$ cat config.mk
export PLATFORM = sky130hd
export DESIGN_NAME = if_fetch_stage
export DESIGN_NICKNAME = d
export VERILOG_FILES = /design/src/rtl/if_fetch_stage.sv
export SDC_FILE = /design/constraint.sdc
export NUM_CORES = 1
export LEC_CHECK = 0
export ABC_AREA = 1
export BUFFER_PORTS_ARGS = -buffer_cell sky130_fd_sc_hd__buf_2
export CAP_MARGIN = 30
export CORE_ASPECT_RATIO = 0.5
export CORE_MARGIN = 3
export CORE_UTILIZATION = 45
export DETAILED_ROUTE_END_ITERATION = 16
export GPL_TIMING_DRIVEN = 0
export PLACE_DENSITY = 0.79
export SYNTH_ARGS = -nofsm -noshare
export SYNTH_HDL_FRONTEND = slang
export SYNTH_SLANG_ARGS = --single-unit
$ cat constraint.sdc
create_clock -name clk -period 4.7 [get_ports clk]
set_input_delay 0.94 -clock clk [delete_from_list [all_inputs] [get_ports clk]]
set_output_delay 0.94 -clock clk [all_outputs]
set_load 0.005 [all_outputs]
$ cat src/rtl/if_fetch_stage.sv
// Instruction-fetch stage feeding the ID pipeline register.
// Holds the PC, issues one fetch at a time on a valid/ready request bus,
// buffers the returned word and presents {o_pc, o_inst} to ID.
// Redirects (interrupt over jump) retarget the PC and discard any fetch in flight.
// Ports:
//   clk, rst                 clock, synchronous active-low reset
//   is_jump/jump_target      jump redirect from a later stage
//   is_intr/intr_target      interrupt redirect (priority over jump)
//   req_valid/req_ready      fetch request handshake, req_addr = current pc
//   resp_valid/resp_data     fetched instruction word
//   if_valid/if_ready_go     buffered instruction valid / stage done
//   id_allow_in              ID register can accept this cycle
//   o_pc/o_inst              presented instruction and its PC
module if_fetch_stage #(
    parameter logic [63:0] RESET_PC = 64'h0000_0000_8000_0000,
    parameter int unsigned PC_STEP  = 4
) (
    input  logic        clk,
    input  logic        rst,
    input  logic        is_jump,
    input  logic [63:0] jump_target,
    input  logic        is_intr,
    input  logic [63:0] intr_target,
    output logic        req_valid,
    input  logic        req_ready,
    output logic [63:0] req_addr,
    input  logic        resp_valid,
    input  logic [31:0] resp_data,
    output logic        if_valid,
    output logic        if_ready_go,
    input  logic        id_allow_in,
    output logic [63:0] o_pc,
    output logic [31:0] o_inst
);

    localparam int unsigned XLEN = 64;
    localparam int unsigned ILEN = 32;

    typedef enum logic [1:0] {
        IDLE = 2'd0,
        REQ  = 2'd1,
        WAIT = 2'd2,
        HOLD = 2'd3
    } state_t;

    state_t            state, state_nxt;
    logic [XLEN-1:0]   pc, pc_nxt;
    logic              drop, drop_nxt;
    logic [XLEN-1:0]   o_pc_nxt;
    logic [ILEN-1:0]   o_inst_nxt;
    logic              redirect;
    logic [XLEN-1:0]   target;

    assign redirect = is_intr | is_jump;
    assign target   = is_intr ? intr_target : jump_target;

    // Next-state, next-pc and response capture.
    always_comb begin
        state_nxt  = state;
        pc_nxt     = pc;
        drop_nxt   = drop;
        o_pc_nxt   = o_pc;
        o_inst_nxt = o_inst;
        unique case (state)
            IDLE: state_nxt = REQ;
            REQ: begin
                if (redirect) begin
                    pc_nxt = target;
                end
                if (req_ready) begin
                    state_nxt = WAIT;
                    // The accepted address is stale once a redirect lands with it.
                    if (redirect) begin
                        drop_nxt = 1'b1;
                    end
                end
            end
            WAIT: begin
                if (redirect) begin
                    pc_nxt   = target;
                    drop_nxt = 1'b1;
                end else if (resp_valid) begin
                    if (drop) begin
                        drop_nxt  = 1'b0;
                        state_nxt = REQ;
                    end else begin
                        o_pc_nxt   = pc;
                        o_inst_nxt = resp_data;
                        state_nxt  = HOLD;
                    end
                end
            end
            HOLD: begin
                if (redirect) begin
                    pc_nxt    = target;
                    state_nxt = REQ;
                end else if (id_allow_in) begin
                    pc_nxt    = pc + XLEN'(PC_STEP);
                    state_nxt = REQ;
                end
            end
            default: state_nxt = IDLE;
        endcase
    end

    // State and registered outputs; handshake flags decode the next state.
    always_ff @(posedge clk) begin
        if (!rst) begin
            state     <= IDLE;
            pc        <= RESET_PC;
            drop      <= 1'b0;
            req_valid <= 1'b0;
            if_valid  <= 1'b0;
            o_pc      <= RESET_PC;
            o_inst    <= '0;
        end else begin
            state     <= state_nxt;
            pc        <= pc_nxt;
            drop      <= drop_nxt;
            req_valid <= (state_nxt == REQ);
            if_valid  <= (state_nxt == HOLD);
            o_pc      <= o_pc_nxt;
            o_inst    <= o_inst_nxt;
        end
    end

    assign req_addr    = pc;
    assign if_ready_go = if_valid;

endmodule

* Yosys cells after proc, flatten, opt, wreduce, memory -nomap -nowiden *
Index checks and enable logic that the tools add are counted.

storage, ports and cells
  register bits = 165
  input port bits = 167
  logic and storage cells = 45

operators by class
  add/subtract/negate cells = 1
  equality and inequality tests = 10
  mux-type cells = 17
  bitwise logic cells = 3
  reduce and logical (&&, ||, !) cells = 7

operators with widths
  operator                                        count
  two-way mux 64 bit                              4
  one-hot mux 64 bit (2 select lines)             1
  adder 64 x 3 -> 64 bit (second input constant)  1
  two-way mux 2 bit                               6
  one-hot mux 2 bit (4 select lines)              1
  AND reduction 4 bit                             2
  == test 2 bit (second input constant)           3
  != test 3 bit (second input constant)           2
  == test 2 x 1 -> 1 bit (second input constant)  2
  two-way mux 1 bit                               4
  != test 2 bit (second input constant)           2
  nonzero test 2 bit                              2
  AND reduction 3 bit                             1
  zero test 2 bit                                 1
  != test 2 x 1 -> 1 bit (second input constant)  1
  NOT 1 bit                                       2
  one-hot mux 1 bit (2 select lines)              1
  OR reduction 2 bit                              1
  bitwise OR 1 bit                                1

* Logic depth before layout (Yosys ltp) *
  depth after elaboration = 5
  gate-level depth with buffers = 11
  mapped depth without buffers = 11

* Least setup slack after synthesis *
No wires, ideal clock.

  kind = input to register
  start = in is_jump
  end = reg pc[21] (netlist: req_addr[21])
  arrival = 1930 ps
  required time = 4630 ps
  path slack = 2700 ps
  cell stages on the path = 10
  path buffers = 1
  cell sequence = nor2_4 nand2_1 buf_6 nor2_4 nand2_1 nor2_2 nand2_1 o22ai_1 nand2_1 a21oi_1

between the ends
  word-level cells in the longest chain between the ends = 3
  elaborated cells between the ends (all ways) = 6
  classes of those cells = 2 x eq/ne; 2 x mux; 1 x bitwise; 1 x reduce/logical

RTL lines
  element                                                                               RTL line  RTL
  from (decl)                                                                           20        input logic is_jump,
  bitwise OR 1 bit (*)                                                                  54        assign redirect = is_intr | is_jump;
  != test 3 bit (no line) (tied with other cells)                                       n/a
  AND reduction 3 bit (no line) or one-hot mux 64 bit (2 select lines) (tied branches)  n/a
  to (signal assigned)                                                                  118       pc <= pc_nxt;
  to (decl)                                                                             47        logic [XLEN-1:0] pc, pc_nxt;

Every way passes the cells marked *; elsewhere a longest branch is shown, timed or not.
A chain may end at the register's enable or synchronous reset.

* Final worst setup path *
  start = in is_intr
  end = reg pc[36] (netlist: req_addr[36])

between the ends
  word-level cells in the longest chain between the ends = 3
  elaborated cells between the ends (all ways) = 8
  classes of those cells = 2 x eq/ne; 4 x mux; 1 x bitwise; 1 x reduce/logical

RTL lines
  element                                                                               RTL line  RTL
  from (decl)                                                                           22        input logic is_intr,
  bitwise OR 1 bit or two-way mux 64 bit (tied branches)                                54, 55
  != test 3 bit (no line) (tied with other cells)                                       n/a
  AND reduction 3 bit (no line) or one-hot mux 64 bit (2 select lines) (tied branches)  n/a

Parallel ways exist; a longest one is shown, timed or not. The select of a mux whose other input is x is not followed.

==> summary.txt <==
Final setup fails - 0
RSZ-0062 raised after global routing - no
Post-CTS Resized - 0
GRT Resource Usage Total - 34.5%
Clock Skew - 10.3 ps
Post-CTS setup buffers - 0
Setup crit start - is_intr
Detailed-route via count - 11400
Dominant cell type by area after synthesis - dfxtp_1
Clk_lat worst skew - 450 ps
Finished Cell Area - 11700 µm²
Worst setup EP type - flop
Number of synthesized register bits - 165
Hold buffers post-CTS - 0
Synthesis Warnings - 0
# diodes - 0
Minimum clock period - 2430 ps
Peak VDD IR - 227 µV
Top delay family on crit path - buffers and inverters
Min-Delay Path Depth - 2
Logic gate share of total power - 13.5%
Power Total - 3450 µW
Largest net degree at the start of global routing - 17
CP max stage delay - 500 ps
1st-iter DRT viols - 1675
Post-synth top cells - nand2_1, a21oi_1, dfxtp_1, nor2_1, o21ai_0
Power per cell area - 295 nW/µm²
Synthesized area - 9160 µm²
Fillers - 2041
Status - finished, final reports clean
EDFF count, synth - 0
Routability cong. - 1.07
# IOs - 330
Area Growth Syn to Fin - 27.8%
Required time of the worst setup path - 5000 ps
CP max FO - 10
Ys flop type - dfxtp_1
DP Area - 11100 µm²
Seq/Total Area, Yosys - 36.1%
CTS clk-pin slew, worst paths - 70 ps
CTS Buf Count - 17
Worst slew pin tran - 862 ps
Drt wl/cell - 19.3 µm
HPWL Detailed - 31200 µm
Final Hold Fails - 0
DRT Wirelength - 39800 µm
Crit path arrival time - 2730 ps
Switch Pwr - 1060 µW
Die area - 22200 µm²
H-tree Lvls - 4
Relative slew slack - 42.6%
Clock Sinks - 165
Switching share of power - 30.8%
CP Cell Sequence - buf_2 -> clkinv_1 -> clkbuf_1 -> o211ai_1 -> o21ai_1 -> nand2_1 -> a21oi_1
Fmax - 0.412 GHz
Deepest clock path buffer count - 2
Hold Path Class - reg -> reg
Hold Crit Start - o_inst[8]
Core area - 19700 µm²
Reg2Reg Setup Slack - 2330 ps
Share of cells above drive strength 1 - 25.7%
Worst Hold End - o_inst[8]
TritonCTS clock tree - built
Crit path kind - in -> reg
Vias in the first global route - 10200
Tcrit/Tclk final - 51.7%
IO buf count - 328
Slowest-stage cell, CP - clkbuf_1
Internal power - 2390 µW
Die Height - 107 µm
Area share of the leading cell type in the synthesized netlist - 36.1%
DR vias/cell - 5.54
FF-to-FF path depth - 10
Drt drc - 0
Mapped Cells - 1438
Syn avg cell area - 6.37 µm²
Reg2reg start - state[1]
Core Util, Final - 59.3%
First-pass GRT wire length - 59300 µm
# Max-Cap Violations - 0
Static Leak - 0.00514 µW
Final Max Slew Viols - 0
Remaining global-route overflow - 0
Sequential share of power - 45.4%
Die X - 208 µm
Fin Setup TNS - 0 ps
CP Buf/Inv Count - 3
Mapped Nets - 1611
CP Launch Type - input pin
Reg2reg end - req_addr[33]
Clock root buffer - clkbuf_16
Nets@finish - 1958
Largest cells by area after synthesis - dfxtp_1, nand2_1, a21oi_1
Async set-reset flop share out of synthesis - 0%
Row Count - 36
Count of cell types in the netlist - 39
Most common cell in the netlist - nand2_1
Clk pwr share - 41.1%
TritonRoute pass-1 iters - 6
Starting density of the core - 46.4%
Initial antenna violation count - 0
Final ANT Viol Nets - 0
power groups by stage:
stage / logic, µW / clock network, µW / registers, µW
2_1_floorplan: 236 / 0 / 1550
3_3_place_gp: 449 / 0 / 1590
3_5_place_dp: 453 / 0 / 1590
4_1_cts: 455 / 1410 / 1560
5_1_grt: 512 / 1470 / 1570
6_report: 466 / 1420 / 1570
placed cells by master (no fill, tap or decap), drive strengths merged, types with 7 or more instances in the layout:
cell type,count
mux2i,12
nand4,14
o32ai,7
o211ai,9
nand2,538
nand3,55
or2,8
clkbuf,59
inv,73
buf,365
nor2,158
dfxtp,165
a21oi,192
o21ai,96
layer usage:
metal  global-route usage [%]  routed length, µm
met2                     50.9              16400
met1                     51.3              18000
met3                     8.04               4720
met5                        0                  0
met4                     7.21                697
worst max path at each step:
stage                   end  slack (ps)  depth (start not counted)
2_1_floorplan  req_addr[21]        2700                         10
6_report       req_addr[36]        2270                          7
5_1_grt        req_addr[25]        2230                         10
3_5_place_dp   req_addr[36]        1970                          7
4_1_cts        req_addr[36]        2410                          7
3_3_place_gp   req_addr[36]        1920                          7
cell type report:
type	count	area [µm²]	share of cell area, %
Inverter	68	255	2.18
Multi-Input combinational cell	1127	5240	44.8
Clock inverter	14	145	1.24
Clock buffer	18	429	3.67
Tap cell	266	333	2.84
Timing Repair Buffer	328	1640	14.0
Buffer	78	355	3.04
Sequential cell	165	3300	28.2
cells by family (layout without fill, tap and decap cells):
family / count (synthesis) / after routing / synth area share [%]
flops: 165 / 165 / 36.1
buf+inv: 146 / 506 / 6.67
simple gates: 783 / 783 / 36.2
fa+ha+maj: 6 / 6 / 0.820
compound gates: 324 / 324 / 18.7
xor+xnor: 2 / 2 / 0.191
mux: 12 / 12 / 1.31
stage by stage:
stage / instances / setup WS, ps / hold WS [ps]
final: 2064 / 2270 / 463
after detailed placement: 2032 / 1970 / 452
after global routing: 2064 / 2230 / 476
after CTS: 2064 / 2410 / 463
after floorplan: 1438 / 2700 / 444
after global placement: 2032 / 1920 / 450
worst reg2reg max path, stage by stage, from the launching register on:
cell	delay (ps)
dfxtp_1	460
inv_1	100
ha_1	310
inv_1	60
nor2_1	50
nor3_2	300
buf_2	300
buf_2	310
o21ai_0	170
nand2_1	100
a21oi_1	70
sequential cells by signal (all words and copies together), names as in the netlist:
signal	count
drop	1
req_addr	64
if_ready_go	1
req_valid	1
o_inst	32
state	2
o_pc	64
Note: power is estimated with default switching activity, not from simulation.
